File: config.mk
export PLATFORM = sky130hd
export DESIGN_NAME = radix_extract
export DESIGN_NICKNAME = d
export VERILOG_FILES = /design/src/rtl/sort_pkg.sv /design/src/rtl/h_slice.sv /design/src/rtl/radix_extract.sv
export SDC_FILE = /design/constraint.sdc
export NUM_CORES = 1
export LEC_CHECK = 0
export CORE_UTILIZATION = 45
export CTS_CLUSTER_DIAMETER = 120
export DETAILED_ROUTE_END_ITERATION = 10
export PLACE_DENSITY = 0.76
export SYNTH_ARGS = -nofsm -noshare
export SYNTH_HDL_FRONTEND = slang
export SYNTH_HIERARCHICAL = 1
export SYNTH_SLANG_ARGS = --single-unit
File: constraint.sdc
create_clock -name i_clk -period 4.05 [get_ports i_clk]
set_input_delay 0.6075 -clock i_clk [delete_from_list [all_inputs] [get_ports i_clk]]
set_output_delay 0.6075 -clock i_clk [all_outputs]
set_load 0.01 [all_outputs]
File: src/rtl/sort_pkg.sv
// Shared sizing, state encoding and helpers for the radix sorter blocks.
package sort_pkg;

  localparam int M    = 8;
  localparam int IDXW = (M > 1) ? $clog2(M) : 1;

  typedef logic [M-1:0] mask_t;

  typedef enum logic [1:0] {
    ST_IDLE = 2'd0,
    ST_SCAN = 2'd1,
    ST_PICK = 2'd2,
    ST_OUT  = 2'd3
  } state_e;

  function automatic int idx_width(input int m);
    return (m > 1) ? $clog2(m) : 1;
  endfunction

endpackage

File: src/rtl/h_slice.sv
// One narrowing step of the MSB-first scan: keep candidates with a 1 in this
// column, unless none have one, in which case the candidate set is unchanged.
module h_slice #(
  parameter int N = 8
) (
  input  logic [N-1:0] i_mask,
  input  logic [N-1:0] i_col,
  output logic [N-1:0] o_mask
);

  logic [N-1:0] h;

  assign h      = i_mask & i_col;
  assign o_mask = (|h) ? h : i_mask;

endmodule

File: src/rtl/radix_extract.sv
// Bit-serial extreme-key selector: loads a frame of M keys, then emits them
// one at a time in sorted order with their original indices.
//
//   state   | meaning
//   IDLE    | waiting for a frame, o_ready high
//   SCAN    | narrowing mask one key bit per cycle, MSB first
//   PICK    | latch lowest-index survivor as the winner
//   OUT     | winner presented on the output stream until accepted
module radix_extract
  import sort_pkg::*;
#(
  parameter int M       = sort_pkg::M,
  parameter int W       = 8,
  parameter bit DESCEND = 1'b1,
  localparam int IW     = idx_width(M),
  localparam int PW     = (W > 1) ? $clog2(W) : 1
) (
  input  logic          i_clk,
  input  logic          i_rst_n,
  input  logic          i_valid,
  output logic          o_ready,
  input  logic [M*W-1:0] i_data,
  output logic          o_valid,
  input  logic          i_ready,
  output logic [W-1:0]  o_key,
  output logic [IW-1:0] o_idx,
  output logic          o_last
);

  state_e         state_q, state_d;
  logic [M*W-1:0] keys_q, keys_d;
  logic [M-1:0]   alive_q, alive_d;
  logic [M-1:0]   mask_q, mask_d;
  logic [PW-1:0]  ptr_q, ptr_d;
  logic           valid_q, valid_d;
  logic [W-1:0]   key_q, key_d;
  logic [IW-1:0]  idx_q, idx_d;
  logic           last_q, last_d;

  logic [M-1:0]   col;
  logic [M-1:0]   h_mask;
  logic [M-1:0]   win_oh;
  logic [IW-1:0]  pick_idx;
  logic [W-1:0]   pick_key;

  function automatic logic [IW-1:0] lowest_set(input logic [M-1:0] v);
    logic [IW-1:0] r;
    r = '0;
    for (int i = M - 1; i >= 0; i--) begin
      if (v[i]) r = IW'(i);
    end
    return r;
  endfunction

  function automatic int popcount(input logic [M-1:0] v);
    int n;
    n = 0;
    for (int i = 0; i < M; i++) n += int'(v[i]);
    return n;
  endfunction

  // Ascending order is a descending scan over inverted key bits.
  always_comb begin
    col = '0;
    for (int k = 0; k < M; k++) begin
      col[k] = keys_q[k*W + int'(ptr_q)] ^ ~DESCEND;
    end
  end

  h_slice #(.N(M)) u_h_slice (
    .i_mask (mask_q),
    .i_col  (col),
    .o_mask (h_mask)
  );

  always_comb begin
    win_oh = '0;
    for (int k = 0; k < M; k++) win_oh[k] = (int'(idx_q) == k);
  end

  assign pick_idx = lowest_set(mask_q);
  assign pick_key = keys_q[int'(pick_idx)*W +: W];

  always_ff @(posedge i_clk or negedge i_rst_n) begin
    if (!i_rst_n) begin
      state_q <= ST_IDLE;
      keys_q  <= '0;
      alive_q <= '0;
      mask_q  <= '0;
      ptr_q   <= PW'(W - 1);
      valid_q <= 1'b0;
      key_q   <= '0;
      idx_q   <= '0;
      last_q  <= 1'b0;
    end else begin
      state_q <= state_d;
      keys_q  <= keys_d;
      alive_q <= alive_d;
      mask_q  <= mask_d;
      ptr_q   <= ptr_d;
      valid_q <= valid_d;
      key_q   <= key_d;
      idx_q   <= idx_d;
      last_q  <= last_d;
    end
  end

  always_comb begin
    state_d = state_q;
    case (state_q)
      ST_IDLE: if (i_valid)        state_d = ST_SCAN;
      ST_SCAN: if (ptr_q == '0)    state_d = ST_PICK;
      ST_PICK:                     state_d = ST_OUT;
      ST_OUT:  if (i_ready)        state_d = last_q ? ST_IDLE : ST_SCAN;
      default:                     state_d = ST_IDLE;
    endcase
  end

  always_comb begin
    keys_d  = keys_q;
    alive_d = alive_q;
    mask_d  = mask_q;
    ptr_d   = ptr_q;
    valid_d = valid_q;
    key_d   = key_q;
    idx_d   = idx_q;
    last_d  = last_q;
    case (state_q)
      ST_IDLE: begin
        if (i_valid) begin
          keys_d  = i_data;
          alive_d = '1;
          mask_d  = '1;
          ptr_d   = PW'(W - 1);
        end
      end
      ST_SCAN: begin
        mask_d = h_mask;
        if (ptr_q != '0) ptr_d = ptr_q - 1'b1;
      end
      ST_PICK: begin
        key_d   = pick_key;
        idx_d   = pick_idx;
        last_d  = (popcount(alive_q) == 1);
        valid_d = 1'b1;
      end
      ST_OUT: begin
        if (i_ready) begin
          valid_d = 1'b0;
          alive_d = alive_q & ~win_oh;
          mask_d  = alive_q & ~win_oh;
          ptr_d   = PW'(W - 1);
        end
      end
      default: ;
    endcase
  end

  // o_ready is gated by reset so it drops immediately when reset asserts.
  always_comb begin
    o_ready = (state_q == ST_IDLE) && i_rst_n;
    o_valid = valid_q;
    o_key   = key_q;
    o_idx   = idx_q;
    o_last  = last_q;
  end

endmodule

Word-level counts from Yosys, hierarchy flattened
Cells that the tools add are included.
{"block": "totals", "ff_bits": 98, "latchBits": 0, "ram_bits": 0, "rom_bits": 0, "in_bits": 68, "memories": 0}
{"block": "classes", "n_addsub": 15, "multipliers": 0, "div": 0, "n_lt_le_gt_ge": 8, "n_eq_ne": 16, "n_shift": 1, "muxes": 47, "n_bitwise": 3, "n_reduce_logical": 15}
{"op": "$shiftx A64 B7 Y8", "n": 1}
{"op": "$bmux W1 S6", "n": 7}
{"op": "$mux W3", "n": 11}
{"op": "$add A6 B3 Y7 const A", "n": 4}
{"op": "$lt A7 B7 Y1 const B", "n": 4}
{"op": "$mux W8", "n": 3}
{"op": "$pmux W8 S3", "n": 1}
{"op": "$mux W1", "n": 17}
{"op": "$and A8 B8 Y8", "n": 2}
{"op": "$pmux W8 S2", "n": 1}
{"op": "$lt A6 B7 Y1 const B", "n": 2}
{"op": "$add A5 B3 Y6 const A", "n": 2}
{"op": "$eq A3 B3 Y1 const B", "n": 4}
{"op": "$pmux W3 S3", "n": 1}
{"op": "$add A7 B1 Y8", "n": 1}
{"op": "$eq A8 B1 Y1 const B", "n": 1}
{"op": "$ne A2 B2 Y1 const B", "n": 4}
{"op": "$not A8 Y8", "n": 1}
{"op": "$pmux W2 S4", "n": 1}
{"op": "$reduce_and A4 Y1", "n": 2}
{"op": "$reduce_or A8 Y1", "n": 1}
{"op": "$add A6 B1 Y7", "n": 1}
{"op": "$lt A3 B7 Y1 const B", "n": 1}
{"op": "$lt A5 B7 Y1 const B", "n": 1}
{"op": "other kinds (22)", "n": 31}

Longest topological paths before layout
{"block": "logic_depth", "word_depth": 9, "depth_mapped": 11, "mapped_depth_nobuf": 11}

Modules after synthesis
Netlist, hierarchy kept.
{"mod": "radix_extract", "instances": 1, "cells_each": 433, "area_each_um2": 5230.0, "seq_area_each_um2": 2456.1}
{"mod": "h_slice", "instances": 1, "cells_each": 14, "area_each_um2": 110.1, "seq_area_each_um2": 0.0}

Worst setup path before layout
No wires, ideal clock.
{"block": "synth_timing", "kind": "register -> register", "startpoint": "register alive_q[1]", "endpoint": "register last_q (netlist: o_last)", "setup_ps": 132, "arrival_ps": 2711, "t_required_ps": 3918, "path_slack_ps": 1207, "stages_incl_launch_ff": 12, "n_path_buf": 0, "synth_period_minus_slack_ps": 2843, "path_cell_list": "dfrtp_1 > inv_1 > fa_1 > fa_1 > fa_1 > inv_1 > ha_1 > inv_1 > fa_1 > nor2b_1 > a31oi_1 > o22ai_1"}
{"block": "synth_between", "elab_chain_cells": 8}
{"element": "from (decl)", "line_no": "radix_extract.sv:32", "source": "logic [M-1:0] alive_q, alive_d;"}
{"element": "from (signal assigned)", "line_no": "radix_extract.sv:98", "source": "alive_q <= alive_d;"}
{"element": "$add A1 B1 Y2", "line_no": "radix_extract.sv:58", "source": "for (int i = 0; i < M; i++) n += int'(v[i]);"}
{"element": "$add A2 B1 Y3", "line_no": "radix_extract.sv:58"}
{"element": "$add A3 B1 Y4", "line_no": "radix_extract.sv:58"}
{"element": "$add A4 B1 Y5", "line_no": "radix_extract.sv:58"}
{"element": "$add A5 B1 Y6", "line_no": "radix_extract.sv:58"}
{"element": "$add A6 B1 Y7", "line_no": "radix_extract.sv:58"}
{"element": "$add A7 B1 Y8", "line_no": "radix_extract.sv:58"}
{"element": "$eq A8 B1 Y1", "line_no": "radix_extract.sv:144", "source": "last_d = (popcount(alive_q) == 1);"}
{"element": "to (signal assigned)", "line_no": "radix_extract.sv:104", "source": "last_q <= last_d;"}
{"element": "to (decl)", "line_no": "radix_extract.sv:38", "source": "logic last_q, last_d;"}
Every way passes these cells.
A chain may end at the register's enable or synchronous reset.

Worst setup path in the final report
{"block": "layout_timing", "startpoint": "register alive_q[3]", "endpoint": "register last_q (netlist: o_last)"}
{"block": "layout_between", "elab_chain_cells": 6}
{"element": "$add A3 B1 Y4", "line_no": "radix_extract.sv:58"}
{"element": "$add A4 B1 Y5", "line_no": "radix_extract.sv:58"}
{"element": "$add A5 B1 Y6", "line_no": "radix_extract.sv:58"}
{"element": "$add A6 B1 Y7", "line_no": "radix_extract.sv:58"}
{"element": "$add A7 B1 Y8", "line_no": "radix_extract.sv:58"}
{"element": "$eq A8 B1 Y1", "line_no": "radix_extract.sv:144"}
Every way passes these cells.

==> summary.txt <==
==========================================================================================
Outcome                                                                       finished clean
Vias/cell                                                                             5.86
Part of the Yosys area used for sequential elements                                  0.460
Maximum frequency from static timing analysis                                      333 MHz
Most crowded layer after global routing                                               met2
H-tree depth                                                                             3
Worst slew slack as a fraction of its limit                                          0.389
Maxcap violations                                                                        0
Number of remaining DRC errors                                                           0
Area of the die                                                                 12300 um^2
Leak Pwr                                                                           2.82 nW
Crit-path max FO                                                                         3
Routed Antenna Nets                                                                      0
Clock edge transition at the registers on the reported setup and hold paths        0.07 ns
Final setup fails                                                                        0
GR Layer Usage met3                                                                 0.0481
Worst clock skew                                                                0.00700 ns
Initial DRC count                                                                      334
Via count of the first global-routing pass                                            4156
Placed wire-length estimate after detailed placement                               9500 um
Final setup TNS                                                                       0 ns
Most common library cell in the layout ignoring fill and taps                      dfrtp_1
GR Layer Usage met1                                                                  0.284
Global-route wire length before repair                                            21000 um
CTS Root Buffer Type                                                             clkbuf_16
Total GRT Usage                                                                      0.218
Ratio of cells with drive above 1 in the final layout                                0.226
Detailed-route via count                                                              3918
Post_cts resized                                                                         0
Power per cell area                                                            787 nW/um^2
Hold Vio Cnt, Final                                                                      0
Worst path slowest cell                                                               fa_1
Number of distinct standard cells referenced by the synthesized netlist                 44
Maximum number of pins on one net before global-route repair                            53
Final worst path period share                                                        0.741
Row count                                                                               39
Number of setup buffers added after CTS                                                  0
Worst path arrival time                                                            3.21 ns
FF/Latch Area                                                                    2460 um^2
Total global routing overflow                                                            0
Number of buffers inserted during clock tree synthesis                                   9
Maximum buffer depth of the clock tree                                                   2
Yosys reg bits                                                                          98
Type of the worst min-delay path                                              primary input to asynchronous set/reset pin
Filler Cell Count                                                                      956
Count of pins over their slew limit                                                      0
Main area contributors after synthesis                                        dfrtp_1 (45%), mux2_2 (15%), mux4_2 (6.7%), mux2i_1 (5.8%), nor2_1 (2.4%)
Iteration count of the initial detailed-routing pass                                     6
Worst-Margin Slew                                                                 0.914 ns
Cell count after synthesis                                                             447
Non-filler instance count after layout                                                 669
Peak per-stage delay on the critical path                                          0.51 ns
Setup repair after global routing missed its margin                                  false
Number of clock sinks                                                                   98
Cells traversed along the worst timing path                                   inv_1 > fa_1 > fa_1 > fa_1 > inv_1 > ha_1 > inv_1 > fa_1 > nor2b_1 > a31oi_1 > o22ai_1
Port Buffers                                                                            81
Multi-input gate area                                                            2690 um^2
Cell repeated most along the worst path                                               fa_1
Weighted congestion at the end of routability-driven global placement                0.843
Type of the setup path with the least slack                                   flip-flop to flip-flop
Primary flip-flop cell chosen by synthesis mapping                                 dfrtp_1
Syn avg cell area                                                                11.9 um^2
Minimum clock period                                                               3.00 ns
Aggregate routed wire length                                                      12800 um
Clock tree from TritonCTS                                                            built
# IOs                                                                                   82
Die extent in x                                                                     111 um
Required time of the worst setup path                                              4.26 ns
Die Y                                                                               111 um
Worst IR drop on VDD                                                              0.354 mV
Core area                                                                       11500 um^2
Later-pin clock latency in the skew report                                         0.35 ns
Antenna fix cells                                                                        0
Number of nets in the layout                                                           605
Number of warnings issued by yosys                                                       6
Global-route track usage on met2                                                     0.359
Crit. End Element                                                                flip-flop
Leading cell types in the layout, fill and taps excluded                      dfrtp_1 (95), clkdlybuf4s50_1 (80), mux2_2 (72), nor2_1 (34), mux2i_1 (31)
Synth Cell Area                                                                  5340 um^2
Total power                                                                        5.17 mW
Post-synth EDFFs                                                                         0
Antenna violations before repair                                                         0
Share of synthesized registers carrying an async set or reset                         1.00
Largest area contributor in the netlist                                            dfrtp_1
Average routed wire per standard cell                                              19.1 um
Critical path startpoint category                                                flip-flop
CTS Hold Bufs                                                                            0
Top-area cell type share of the netlist area                                         0.445
Starting utilization of the core area                                                0.466
Signed area change from the synthesized netlist to the final layout                  23.0%
Net Count, Synth                                                                       529
Placed instance count                                                                  655
==========================================================================================
## flip-flops by register name (all words and copies together), names as in the netlist
signal,count
alive_q,8
keys_q,64
o_idx,3
o_last,1
mask_q,8
ptr_q,3
o_valid,1
state_q,2
o_key,8
## through the flow
stage | worst slack [ns] | hold slack, ns | instance area, um^2 | util
2_1_floorplan | 1.21 | 0.312 | 5340 | -
3_3_place_gp | 1.16 | 0.503 | 6260 | 0.546
3_5_place_dp | 1.04 | 0.509 | 6260 | 0.546
4_1_cts | 1.03 | 0.453 | 6570 | 0.573
5_1_grt | 0.892 | 0.474 | 6570 | 0.573
6_report | 1.05 | 0.428 | 6570 | 0.573
## Yosys cell counts, types with 2 or more instances
| library cell | instances |
|---|---|
| ha_1 | 10 |
| nand2_4 | 2 |
| o211ai_1 | 2 |
| a21oi_1 | 18 |
| nand3_1 | 11 |
| mux4_2 | 16 |
| buf_6 | 3 |
| nor2_1 | 34 |
| a22oi_1 | 5 |
| nor3_1 | 5 |
| dfrtp_1 | 95 |
| a2111o_1 | 7 |
| o22ai_1 | 14 |
| mux2_2 | 72 |
| mux2i_1 | 31 |
| nand2_1 | 14 |
| and3_1 | 2 |
| nor2b_1 | 4 |
| a31oi_1 | 11 |
| inv_1 | 25 |
| fa_1 | 4 |
| o21a_1 | 8 |
| clkbuf_1 | 16 |
| o311ai_0 | 2 |
| nand4_1 | 2 |
| dfstp_2 | 3 |
| o21ai_0 | 12 |
| or3_1 | 3 |
## kinds of logic after synthesis
logic type / Yosys count / share of synthesized area
AO/OA/AOI/OAI: 86 / 0.110
adder cells (fa/ha/maj): 14 / 0.0384
AND/OR/NAND/NOR: 84 / 0.0776
multiplexers: 119 / 0.277
flip-flops: 98 / 0.460
buffers and inverters: 46 / 0.0368
## worst paths after layout
| kind | from | end | slack, ns | cells past startpoint |
|---|---|---|---|---|
| max | alive_q[3]$_DFFE_PN0P_ | o_last$_DFFE_PN0P_ | 1.05 | 11 |
| min | i_rst_n | keys_q[41]$_DFFE_PN0P_ | 0.43 | 2 |
| max reg2reg | alive_q[3]$_DFFE_PN0P_ | o_last$_DFFE_PN0P_ | 1.05 | 11 |
| min reg2reg | o_key[5]$_DFFE_PN0P_ | o_key[5]$_DFFE_PN0P_ | 0.52 | 1 |
| max in group asynchronous | i_rst_n | keys_q[53]$_DFFE_PN0P_ | 2.51 | 3 |
| min in group i_clk | o_key[5]$_DFFE_PN0P_ | o_key[5]$_DFFE_PN0P_ | 0.52 | 1 |
## worst max-delay path, delay by kind of cell (launching register included)
| kind | cells | cell delay [ns] |
|---|---|---|
| fa+ha+maj | 5 | 1.86 |
| flops | 1 | 0.40 |
| compound gates | 2 | 0.23 |
| buf+inv | 3 | 0.21 |
| simple gates | 1 | 0.14 |
## power by group
group | leakage [nW] | internal [mW] | total [mW] | switching [mW]
logic | 1.55 | 1.26 | 2.33 | 1.07
registers | 1.13 | 1.44 | 1.94 | 0.497
clock network | 0.147 | 0.534 | 0.898 | 0.364
## per-layer routing
layer  part of all wire  routed length [um]
met1               0.44                5640
met3              0.052                 659
met2               0.48                6180
met4              0.022                 282
met5                  0                   0
## cell type report
type                            instances  share of cell area
Clock inverter                          5              0.0124
Sequential cell                        98               0.374
Clock buffer                            9              0.0343
Tap cell                              143              0.0272
Multi-Input combinational cell        303               0.410
Inverter                               26              0.0149
Timing Repair Buffer                   85               0.128
Note: power is estimated with default switching activity, not from simulation.
